===== src/rtl/mem_responder.sv =====
// mem_responder: arbitrates dcache (read/write) and icache (read) word requests
// onto a single-ported RAM, holds each cache's wait line until its word has
// transferred, and counts completed transfers per source.
//
// Request/wait handshake: a cache raises its enable(s) and holds address, data
// and enables stable. Its wait line stays 1 until the cycle its word completes.
// In that cycle wait is 0 and, on a read, the load data is valid. The word is
// accepted exactly once, in that cycle. Dropping the enables before completion
// withdraws the request with no completion reported.
module mem_responder #(
  parameter int STARVE_MAX = 4
) (
  input  logic        CLK,
  input  logic        nRST,
  input  logic        dREN,
  input  logic        dWEN,
  input  logic [31:0] daddr,
  input  logic [31:0] dstore,
  output logic        dwait,
  output logic [31:0] dload,
  input  logic        iREN,
  input  logic [31:0] iaddr,
  output logic        iwait,
  output logic [31:0] iload,
  output logic        ramREN,
  output logic        ramWEN,
  output logic [31:0] ramaddr,
  output logic [31:0] ramstore,
  input  logic [31:0] ramload,
  input  logic [1:0]  ramstate,
  output logic [31:0] dreads,
  output logic [31:0] dwrites,
  output logic [31:0] ireads,
  output logic [1:0]  fsm_state
);

  typedef enum logic [1:0] {
    IDLE   = 2'd0,
    DGRANT = 2'd1,
    IGRANT = 2'd2
  } state_t;

  localparam logic [1:0] RAM_ACCESS = 2'd2;
  localparam logic [1:0] RAM_ERROR  = 2'd3;
  localparam logic [3:0] STARVE_LIM = 4'(STARVE_MAX);

  state_t     state, next_state;
  logic [3:0] starve_cnt;
  logic       d_req;
  logic       i_starve;
  logic       d_done;
  logic       i_done;

  assign d_req     = dREN | dWEN;
  assign i_starve  = iREN && (starve_cnt >= STARVE_LIM);
  assign fsm_state = state;

  // State register; reset returns to IDLE so enables drop immediately.
  always_ff @(posedge CLK or negedge nRST) begin
    if (!nRST) state <= IDLE;
    else       state <= next_state;
  end

  // Arbitration, RAM drive and wait/load generation.
  always_comb begin
    next_state = state;
    ramREN     = 1'b0;
    ramWEN     = 1'b0;
    ramaddr    = 32'd0;
    ramstore   = 32'd0;
    dwait      = 1'b1;
    iwait      = 1'b1;
    dload      = 32'd0;
    iload      = 32'd0;
    d_done     = 1'b0;
    i_done     = 1'b0;
    case (state)
      IDLE: begin
        if (d_req && !i_starve) next_state = DGRANT;
        else if (iREN)          next_state = IGRANT;
      end
      DGRANT: begin
        if (!d_req) begin
          next_state = IDLE;
        end else if (ramstate == RAM_ERROR) begin
          // Failed attempt: release the RAM and let arbitration retry it.
          next_state = IDLE;
        end else begin
          ramaddr  = daddr;
          ramstore = dstore;
          ramWEN   = dWEN;
          ramREN   = dREN & ~dWEN;
          if (ramstate == RAM_ACCESS) begin
            dwait      = 1'b0;
            dload      = ramload;
            d_done     = 1'b1;
            next_state = IDLE;
          end
        end
      end
      IGRANT: begin
        if (!iREN) begin
          next_state = IDLE;
        end else if (ramstate == RAM_ERROR) begin
          next_state = IDLE;
        end else begin
          ramaddr = iaddr;
          ramREN  = 1'b1;
          if (ramstate == RAM_ACCESS) begin
            iwait      = 1'b0;
            iload      = ramload;
            i_done     = 1'b1;
            next_state = IDLE;
          end
        end
      end
      default: next_state = IDLE;
    endcase
  end

  // Completion counters and the icache starvation counter.
  always_ff @(posedge CLK or negedge nRST) begin
    if (!nRST) begin
      dreads     <= 32'd0;
      dwrites    <= 32'd0;
      ireads     <= 32'd0;
      starve_cnt <= 4'd0;
    end else begin
      if (d_done) begin
        if (dWEN) dwrites <= dwrites + 32'd1;
        else      dreads  <= dreads + 32'd1;
        if (iREN) begin
          if (starve_cnt != 4'hF) starve_cnt <= starve_cnt + 4'd1;
        end else begin
          starve_cnt <= 4'd0;
        end
      end
      if (i_done) begin
        ireads     <= ireads + 32'd1;
        starve_cnt <= 4'd0;
      end
    end
  end

endmodule


===== config.mk =====
export PLATFORM = sky130hd
export DESIGN_NAME = mem_responder
export DESIGN_NICKNAME = d
export VERILOG_FILES = /design/src/rtl/mem_responder.sv
export SDC_FILE = /design/constraint.sdc
export NUM_CORES = 1
export LEC_CHECK = 0
export ABC_AREA = 1
export CAP_MARGIN = 10
export CORE_UTILIZATION = 30
export DETAILED_ROUTE_END_ITERATION = 10
export GPL_TIMING_DRIVEN = 0
export MAX_ROUTING_LAYER = met4
export SYNTH_ARGS = -nofsm -noshare
export SYNTH_HDL_FRONTEND = slang
export SYNTH_SLANG_ARGS = --single-unit

===== constraint.sdc =====
create_clock -name CLK -period 2.2 [get_ports CLK]
set_input_delay 0.44 -clock CLK [delete_from_list [all_inputs] [get_ports CLK]]
set_output_delay 0.44 -clock CLK [all_outputs]
set_load 0.03 [all_outputs]

==> results of run 1 <==
[final timing paths]
kind,to
worst max register to register,dreads[27]$_DFFE_PN0P_
min in group CLK,starve_cnt[1]$_DFFE_PN0P_
max in group asynchronous,ireads[16]$_DFFE_PN0N_
worst min-delay path,dreads[22]$_DFFE_PN0P_
worst max-delay path,dload[20]
worst min register to register,starve_cnt[1]$_DFFE_PN0P_
[area by class of cell]
class | count | area, um2
Sequential cell | 102 | 2550
Fill cell | 2275 | 10600
Clock inverter | 7 | 106
Inverter | 162 | 633
Antenna cell | 3 | 7.51
Buffer | 33 | 457
Tap cell | 319 | 399
Timing Repair inverter | 1 | 7.51
Clock buffer | 9 | 225
Timing Repair Buffer | 389 | 3900
Multi-Input combinational cell | 839 | 4720
[critical path: stages, from the launching register on]
cell       delay, ps
dfrtp_1          400
inv_2            100
ha_4             160
buf_12           140
nand3_4          170
clkbuf_16        230
nor2_4           120
buf_6            150
[report_power, final]
group	switching (mW)	leakage [nW]	internal [mW]
registers	0.137	1.35	1.98
logic	2.33	4.29	1.57
clock network	0.786	0.162	1.02
total	3.26	5.81	4.57
[flip-flops by register name (all words and copies together), names as in the netlist]
| signal | count |
|---|---|
| dreads | 32 |
| dwrites | 32 |
| ireads | 32 |
| starve_cnt | 4 |
| fsm_state | 2 |
[repair_timing]
item,4_1_cts,5_1_grt
resized for setup,930,198
pin swaps,19,24
setup endpoints to repair,132,131
setup buffers,13,0
hold buffers,0,0
gates cloned,9,4
[cells in the final DEF, fill, tap and decap left out, types with 4 or more instances in the layout]
cell	n
buf_2	10
dlygate4sd2_1	5
xor2_1	32
nand3_1	64
buf_6	93
buf_8	12
clkbuf_16	15
xnor2_1	24
inv_1	155
clkbuf_8	6
clkdlybuf4s50_1	225
ha_1	6
nand2_2	4
nor2_1	158
nand4_1	51
buf_4	57
nor2_4	48
dfrtp_1	102
nand3b_1	10
nand2_1	326
nor3_1	11
nor2_2	29
nand3_2	15
a21oi_4	5
o21ai_0	7
nand3_4	8
a21oi_2	27
[cells in the mapped netlist (all sizes together) (10+ instances only)]
library cell	instances	area share [%]
xnor2	24	2.9
clkbuf	16	0.83
nand3b	10	1.0
nand4	51	4.4
buf	17	1.0
dfrtp	102	35
nor3	14	1.3
nand2	332	17
inv	162	8.4
a21oi	33	2.3
nand3	86	6.2
xor2	32	3.9
nor2	236	13
[stage by stage]
stage | util (%) | power (mW)
after floorplan | - | 3.85
after global placement | 48.9 | 5.29
after detailed placement | 49.0 | 5.29
after CTS | 52.0 | 7.61
after global routing | 55.1 | 8.18
final | 55.1 | 7.83
[per-layer routing]
| metal | vias to the layer above | part of all wire (%) | wire length (um) |
|---|---|---|---|
| li1 | 4346 | - | - |
| met1 | 4084 | 43 | 14500 |
| met2 | 289 | 50 | 17000 |
| met3 | 34 | 5.5 | 1850 |
| met4 | 0 | 1.5 | 505 |
| met5 | - | 0 | 0 |
[cells by family (layout without fill, tap and decap cells)]
logic type / after synthesis / in the layout / synth area share, %
and+or+nand+nor: 732 / 733 / 43.7
buffers and inverters: 195 / 601 / 10.2
DFF: 102 / 102 / 35.1
xor gates and xnor gates: 56 / 56 / 6.74
AOI/OAI and AO/OA: 42 / 42 / 2.94
adders and majority gates: 8 / 8 / 1.38
other: 0 / 3 / 0
==> impl_results.md, run 1 <==
* Status: complete, but fails checks
* Failing checks: setup timing
* Hold WS at around 160 ps
* GR Layer Usage met2 at between 40% and 50%
* TritonCTS sink count at ~100
* Final setup skew at between 10 and 15 ps
* Final Hold Vio Count at 0
* Bufs on Longest Clock Path at 2
* Flops & latches, synth at between 100 and 150
* Die H at between 150 and 200 um
* Mean post-synth cell area at ~6.4 um2
* Grt ovf at 0
* Crit path time final at about 2300 ps
* Initial Utilization at a little under a third
* Final WL at between 30000 and 40000 um
* Sum Neg Setup Slack at -1210 ps
* Clock Tree Root: clkbuf_16
* GRT Max-Usage Layer: met2
* IO Pins at around 370
* Largest net degree at the start of global routing at 57
* Setup crit end kind: primary output
* Slew @ Worst Pin at approximately 780 ps
* Slew headroom at 48.1%
* Post-synth EDFFs at 0
* All-Layer GR Usage at roughly 28%
* Synthesis-to-layout area growth at 78.7%
* RSZ-0062 raised after global routing: yes
* Post-synthesis sequential area ratio at between 30% and 40%
* Final setup viols at 59
* R2R setup slack at around 160 ps
* Slew Limit Fails at 0
* Dpl ws at -1140 ps
* 1st-iter DRT viols at between 400 and 500
* Share of layout cells above drive strength 1 at a little under a quarter
* Final Cell Area at approximately 13000 um2
* Final non-filler cell total at approximately 1900
* CP arrival at ~1800 ps
* R2r worst-path depth at 12
* Initial antenna violation count at 1
* FP Rows at 56
* Routed vias/inst at 4.70
* Vias at slightly below 9000
* GR Util met1 at around a third
* Cells after Synth at about 1100
* Die area at 24900 um2
* # port buffers at ~360
* Chip Width at about 160 um
* Maxcap violations at 0
* First-pass GRT wire length at ~50000 um
* Num CTS Buffers at 9
* Worst r2r src: fsm_state[1]$_DFFE_PN0P_
* GPL Wtd Cong at about 0.9
* Pwr/cell area at 602 nW/um2
* GR Util met3 at under 10%
* CTS tree: done
* Final ANT Viol Nets at 0
* Drt drc at 0
* Leakage at 5.81 nW
* Ys flop type: dfrtp_1
* Mapped Nets at between 1000 and 1500
* Critical Path Start: fsm_state[1]$_DFFE_PN0P_
* Post-DP Area at ~12000 um2
* Largest fanout on the critical path at 7
* Router iterations before antenna repair at 5
* H-tree depth reported by CTS at 3
* Final Cycle Share at 103%
* Dpl hpwl at ~27000 um
* Synth warn at 0
* Detailed-route wire length per cell at roughly 18 um
* Worst hold path class: input port to asynchronous set/reset pin
* Worst setup margin at -72.9 ps
* WP data required at around 1800 ps
* Post-synth cell types at 30
* DP Cell Count at ~1800
* Vias in the first global route at approximately 8400
* CTS clk-pin slew, worst paths at ~80 ps
* VDD IR max at approximately 360 uV
* Fmax at ~440 MHz
* Core ar. at about 24000 um2
* Mapped cell area at 7280 um2
* Clock Latency Late Sink at roughly 360 ps
* Critical path class: flip-flop to primary output
* Setup crit start kind: flip-flop
* Share of synthesized flip-flops with an asynchronous set or reset at 100%
* Final #Nets at 1680
Power figures use the tool's default switching activity.
==> run 2: changes to the inputs <==
- ABC_AREA: 1 -> unset
- PLACE_DENSITY: unset -> 0.67
- REMOVE_ABC_BUFFERS: unset -> 1
==> impl_results.md, run 2 <==
* Cells after Synth at between 600 and 700
* CP arrival at 2040 ps
* Initial Utilization at a little under a third
* Critical path class: flip-flop to primary output
* Routed vias/inst at ~4.8
* Worst hold path class: input port to asynchronous set/reset pin
* Bufs on Longest Clock Path at 2
* Chip Width at roughly 140 um
* Slew Limit Fails at 0
* Die H at ~140 um
* Clock power frac at a little over a fifth
* First-pass GRT wire length at 36100 um
* Maxcap violations at 0
* Count leader, synth: dfrtp_1
* Clock Latency Late Sink at approximately 350 ps
* Hold WS at 135 ps
* Logic pwr share at 50.9%
* Post-synth cell types at 43
* Crit path time final at between 2000 and 2500 ps
* VDD IR max at 407 uV
* Slew headroom at between 40% and 50%
* Clock Tree Root: clkbuf_16
* Power Total at around 7.6 mW
* Worst setup margin at -281 ps
* Top flop regs: dreads x32, dwrites x32, ireads x32
* Cell taking the most area after synthesis: dfrtp_1
* All-Layer GR Usage at around 25%
* Final Hold Vio Count at 0
* Synth warn at 0
* Internal cell power at 4.76 mW
* # port buffers at 364
* Vias in the first global route at 6002
* Commonest cells after routing, fill and taps aside: clkdlybuf4s50_1, dfrtp_1, buf_6
* Num CTS Buffers at 9
* Mean post-synth cell area at approximately 9.4 um2
* Net switching fraction of the power at between 30% and 40%
* Area share of the largest cell type after synthesis at a little over two fifths
* Final WL at around 26000 um
* Post-synthesis sequential area ratio at a little over two fifths
* Net switching power figure at between 2 and 3 mW
* TritonCTS sink count at 102
* Pwr/cell area at approximately 650 nW/um2
* Area occupied by multi-input gates at 3760 um2
* Largest fanout on the critical path at 8
* Final non-filler cell total at around 1300
* Vias at around 6400
* Slew @ Worst Pin at between 800 and 900 ps
* Router iterations before antenna repair at 4
* 1st-iter DRT viols at approximately 270
* Sum Neg Setup Slack at -27410 ps
* Flops & latches, synth at 102
* Commonest non-fill, non-tap cell in the layout: clkdlybuf4s50_1
* RSZ-0062 raised after global routing: yes
* GPL Wtd Cong at a little under 0.9
* Post-synth EDFFs at 0
* Final ANT Viol Nets at 0
* Initial antenna violation count at 2
* DP Cell Count at roughly 1200
* Detailed-route wire length per cell at 19.4 um
* Synthesis-to-layout area growth at 97.7%
* ANT cells at 0
* Status: complete, but fails checks
* Final #Nets at around 1200
* Failing checks: setup timing
* Top post-synthesis cells by count: dfrtp_1, and2_1, xnor2_1
* Sequential cell area at roughly 2600 um2
* Mapped cell area at slightly below 6000 um2
* CTS tree: done
* Largest cells by area after synthesis: dfrtp_1, and2_1, xnor2_1, nand4_1, a22oi_1
* Drt drc at 0
* Share of synthesized flip-flops with an asynchronous set or reset at between 90% and 100%
* H-tree depth reported by CTS at 3
* Grt ovf at 0
* Final setup viols at 150
* CTS clk-pin slew, worst paths at ~70 ps
* Share of layout cells above drive strength 1 at a little over a third
* Final Cycle Share at 113%
* # fillers at approximately 1700
* Core ar. at 19400 um2
* WP data required at 1760 ps
* Leakage at roughly 5.1 nW
* Setup crit start kind: flip-flop
* Seq pwr share at between 20% and 30%
* Largest net degree at the start of global routing at 53
* R2R setup slack at -200 ps
* Fmax at 403 MHz
* FP Rows at between 50 and 60
* Dpl hpwl at about 19000 um
* IO Pins at ~370
* Setup crit end kind: primary output
* Ys flop type: dfrtp_1
* Die area at just over 20000 um2
* Final setup skew at 7.22 ps
==> run 2: cell count changes after synthesis, sizes merged, moves of 9 or more <==
cell,delta
nand3,-47
nor2,-184
and3,+14
xnor2,+48
nand3b,-9
xor2,-11
and2,+100
inv,-149
nand2,-299
a21oi,-25
buf,-11
a22oi,+33
==> run 2: worst paths after layout <==
kind / startpoint / endpoint / cells after the start
setup / recovery: fsm_state[0]$_DFFE_PN0P_ / ramaddr[6] / 10
hold / removal: nRST / dwrites[25]$_DFFE_PN0P_ / 1
setup reg to reg: fsm_state[1]$_DFFE_PN0P_ / ireads[21]$_DFFE_PN0N_ / 9
hold reg to reg: dwrites[31]$_DFFE_PN0P_ / dwrites[31]$_DFFE_PN0P_ / 1
max in group asynchronous: nRST / dreads[28]$_DFFE_PN0P_ / 2
min in group CLK: dwrites[31]$_DFFE_PN0P_ / dwrites[31]$_DFFE_PN0P_ / 1
==> run 2: layer usage <==
| metal | wire length [um] | vias to the layer above | track usage [%] |
|---|---|---|---|
| met5 | 0 | - | - |
| met4 | 824 | 0 | 8.04 |
| met3 | 2380 | 32 | 8.68 |
| met2 | 12300 | 251 | 39.2 |
| met1 | 10000 | 3073 | 29.3 |
| li1 | - | 3036 | - |
==> run 2: what timing repair did <==
| action | 4_1_cts | 5_1_grt |
|---|---|---|
| resized for setup | 901 | 204 |
| hold endpoints to repair | 0 | 0 |
| gates cloned | 6 | 8 |
| pin swaps | 15 | 48 |
| hold buffers | 0 | 0 |
| setup endpoints to repair | 202 | 196 |
| buffers inserted | 30 | 27 |
==> run 2: area by class of cell <==
cell class / instances / share of cell area, %
multi-input combinational: 487 / 32.1
clock buffer: 10 / 1.96
timing repair buffer: 435 / 40.1
clock inverter: 6 / 0.577
tap: 265 / 2.83
inverter: 13 / 0.545
sequential: 102 / 21.8
timing repair inverter: 1 / 0.0642
==> run 2: worst max-delay path, stage by stage (launching register included) <==
cell       delay (ps)
dfrtp_1           410
buf_6             130
ha_4              170
o21ai_4            90
a21oi_4            60
buf_12            160
buf_12            130
clkbuf_16         160
a22oi_1           160
nor2_1             60
buf_4             160
==> run 2: cell families (layout without fill, tap and decap cells) <==
| family | Yosys count | after routing | synth area share (%) |
|---|---|---|---|
| adders and majority gates | 8 | 8 | 1.69 |
| DFF | 102 | 102 | 43.1 |
| muxes | 2 | 2 | 0.381 |
| xor gates and xnor gates | 93 | 93 | 13.8 |
| AOI/OAI and AO/OA | 53 | 54 | 6.28 |
| and+or+nand+nor | 330 | 330 | 31.7 |
| buffers and inverters | 42 | 465 | 3.04 |
==> run 2: metrics by stage <==
stage | area (um2) | setup WS, ps | utilization [%]
finish | 11700 | -281 | 60.3
global route | 11700 | -348 | 60.3
CTS | 10700 | -264 | 55.3
detailed placement | 9910 | -1440 | 51.1
global placement | 9760 | -4230 | 50.3
floorplan | 5790 | -1820 | -
==> run 2: power by group through the flow <==
stage               clock (mW)  sequential, mW  combinational [mW]
global placement             0            2.14                2.58
detailed placement           0            2.14                2.64
global route              1.75            2.13                4.04
finish                    1.62            2.11                3.86
floorplan                    0            2.28                1.16
CTS                       1.67            2.11                3.40
==> run 3: changes to the inputs <==
- ABC_AREA: unset -> 0
- HOLD_SLACK_MARGIN: unset -> 0.02
- clock period: 2.2 -> 2.89 ns (I/O delays scaled with it)
==> impl_results.md, run 3 (synthesis results as in run 2) <==
* Status: complete, no violations
* Setup crit end kind: primary output
* Routed vias/inst at roughly 4.8
* Commonest cells after routing, fill and taps aside: clkdlybuf4s50_1, dfrtp_1, and2_1
* Worst hold path class: input port to asynchronous set/reset pin
* Worst r2r src: fsm_state[0]$_DFFE_PN0P_
* Clock power frac at 25.3%
* Net switching power figure at between 1.5 and 2 mW
* Final #Nets at 1140
* Net switching fraction of the power at between 30% and 40%
* Grt ovf at 0
* Logic pwr share at 41.7%
* Bufs on Longest Clock Path at 2
* All-Layer GR Usage at approximately a quarter
* Initial Utilization at a little under a third
* H-tree depth reported by CTS at 3
* CTS clk-pin slew, worst paths at around 70 ps
* Largest net degree at the start of global routing at 53
* Chip Width at around 140 um
* Final Hold Vio Count at 0
* RSZ-0062 raised after global routing: yes
* Fmax at around 350 MHz
* TritonCTS sink count at between 100 and 150
* Top flop regs: dreads x32, dwrites x32, ireads x32
* Core Util, Final at roughly 52%
* Slew @ Worst Pin at ~940 ps
* CP arrival at 2290 ps
* Share of layout cells above drive strength 1 at between 10% and 20%
* Internal cell power at about 3.0 mW
* Seq pwr share at between 30% and 40%
* Pwr/cell area at about 480 nW/um2
* Post-DP Area at approximately 9900 um2
* Final Cell Area at a little over 10000 um2
* Vias at just over 6000
* FP Rows at just over 50
* CP max stage delay at about 330 ps
* Detailed-route wire length per cell at about 18 um
* First-pass GRT wire length at 34500 um
* Drt drc at 0
* # port buffers at around 360
* Die area at about 20000 um2
* R2R setup slack at 340 ps
* Synthesis-to-layout area growth at 71.4%
* VDD IR max at 273 uV
* Vias in the first global route at ~5800
* Crit path time final at roughly 2900 ps
* Critical Path Start: dWEN
* Final ANT Viol Nets at 0
* CTS tree: done
* Router iterations before antenna repair at 4
* Critical path class: input port to primary output
* Maxcap violations at 0
* Cells along the critical path: dlygate4sd2_1 -> o21ai_4 -> a21oi_4 -> buf_4 -> buf_12 -> buf_4 -> a22oi_2 -> nor2_1 -> clkbuf_4
* Largest fanout on the critical path at 10
* 1st-iter DRT viols at 292
* Num CTS Buffers at 9
* GPL Wtd Cong at 0.880
* Most used cell, CP: buf_4
* Core ar. at around 19000 um2
* WP data required at approximately 2300 ps
* Final setup skew at about 6.3 ps
* Final Cycle Share at 99.1%
* Slew Limit Fails at 0
* Clock Latency Late Sink at about 350 ps
* Final setup viols at 0
* Crit path buf inv count at 5
* Die H at roughly 140 um
* Final WL at ~23000 um
* Critical path's slowest cell: o21ai_4
* Slew headroom at approximately 37%
* Largest delay share family, worst path: buffers and inverters
* Clock Tree Root: clkbuf_16
* Dpl hpwl at 18700 um
* Leakage at roughly 4.5 nW
* ANT cells at 0
* Setup crit start kind: input port
* Commonest non-fill, non-tap cell in the layout: clkdlybuf4s50_1
* Initial antenna violation count at 2
* IO Pins at 365
-- run 3: cell count changes in the layout (fill, tap and decap cells not counted), sizes merged --
cell,before,now
buf,196,54
clkbuf,18,16
clkdlybuf4s15,2,15
clkdlybuf4s18,0,1
clkdlybuf4s50,226,227
clkinvlp,5,4
dlygate4sd2,3,79
dlymetal6s2s,0,1
inv,13,14
-- run 3: power groups by stage --
| stage | Combinational (mW) | Clock (mW) | Sequential, mW |
|---|---|---|---|
| final | 2.03 | 1.23 | 1.60 |
| after detailed placement | 2.01 | 0 | 1.63 |
| after CTS | 2.06 | 1.27 | 1.61 |
| after floorplan | 0.882 | 0 | 1.73 |
| after global placement | 1.96 | 0 | 1.63 |
| after global routing | 2.15 | 1.33 | 1.62 |
-- run 3: what timing repair did --
| action | in CTS | in global routing |
|---|---|---|
| setup buffers | 9 | 4 |
| resized for setup | 267 | 72 |
| gates cloned | 2 | 0 |
| pin swaps | 4 | 3 |
| endpoints found under the setup margin | 137 | 53 |
| hold buffers | 0 | 0 |
-- run 3: layout make-up --
type	instances	area, um2
fill	1912	9260
timing repair buffer	383	3620
multi-input combinational	487	3280
sequential	102	2550
tap	265	332
clock buffer	10	229
clock inverter	6	67.6
inverter	13	55.1
timing repair inverter	1	7.51
-- run 3: worst paths after layout --
check | to | cells after the start
max in group asynchronous | dreads[3]$_DFFE_PN0P_ | 2
worst min-delay path | dwrites[25]$_DFFE_PN0P_ | 1
worst max register to register | ireads[15]$_DFFE_PN0N_ | 8
min in group CLK | ireads[31]$_DFFE_PN0N_ | 1
worst min register to register | ireads[31]$_DFFE_PN0N_ | 1
worst max-delay path | ramaddr[25] | 9
-- run 3: stage by stage --
| stage | power, mW | std cells | hold slack (ps) | setup slack, ps | setup TNS [ps] |
|---|---|---|---|---|---|
| floorplan | 2.62 | 601 | 282 | -1270 | -74880 |
| global placement | 3.59 | 1230 | 456 | -3820 | -607260 |
| detailed placement | 3.64 | 1236 | 465 | -1030 | -116140 |
| CTS | 4.93 | 1263 | 291 | -129 | -134 |
| global route | 5.10 | 1267 | 318 | -69.7 | -206 |
| finish | 4.86 | 1267 | 279 | 25.3 | 0 |
-- run 3: per-layer routing --
| layer | vias to the layer above | routed length, um | track usage (%) |
|---|---|---|---|
| li1 | 2922 | - | - |
| met1 | 2929 | 9930 | 29.2 |
| met2 | 237 | 11000 | 37.4 |
| met3 | 27 | 1760 | 7.23 |
| met4 | 0 | 656 | 6.28 |
| met5 | - | 0 | - |
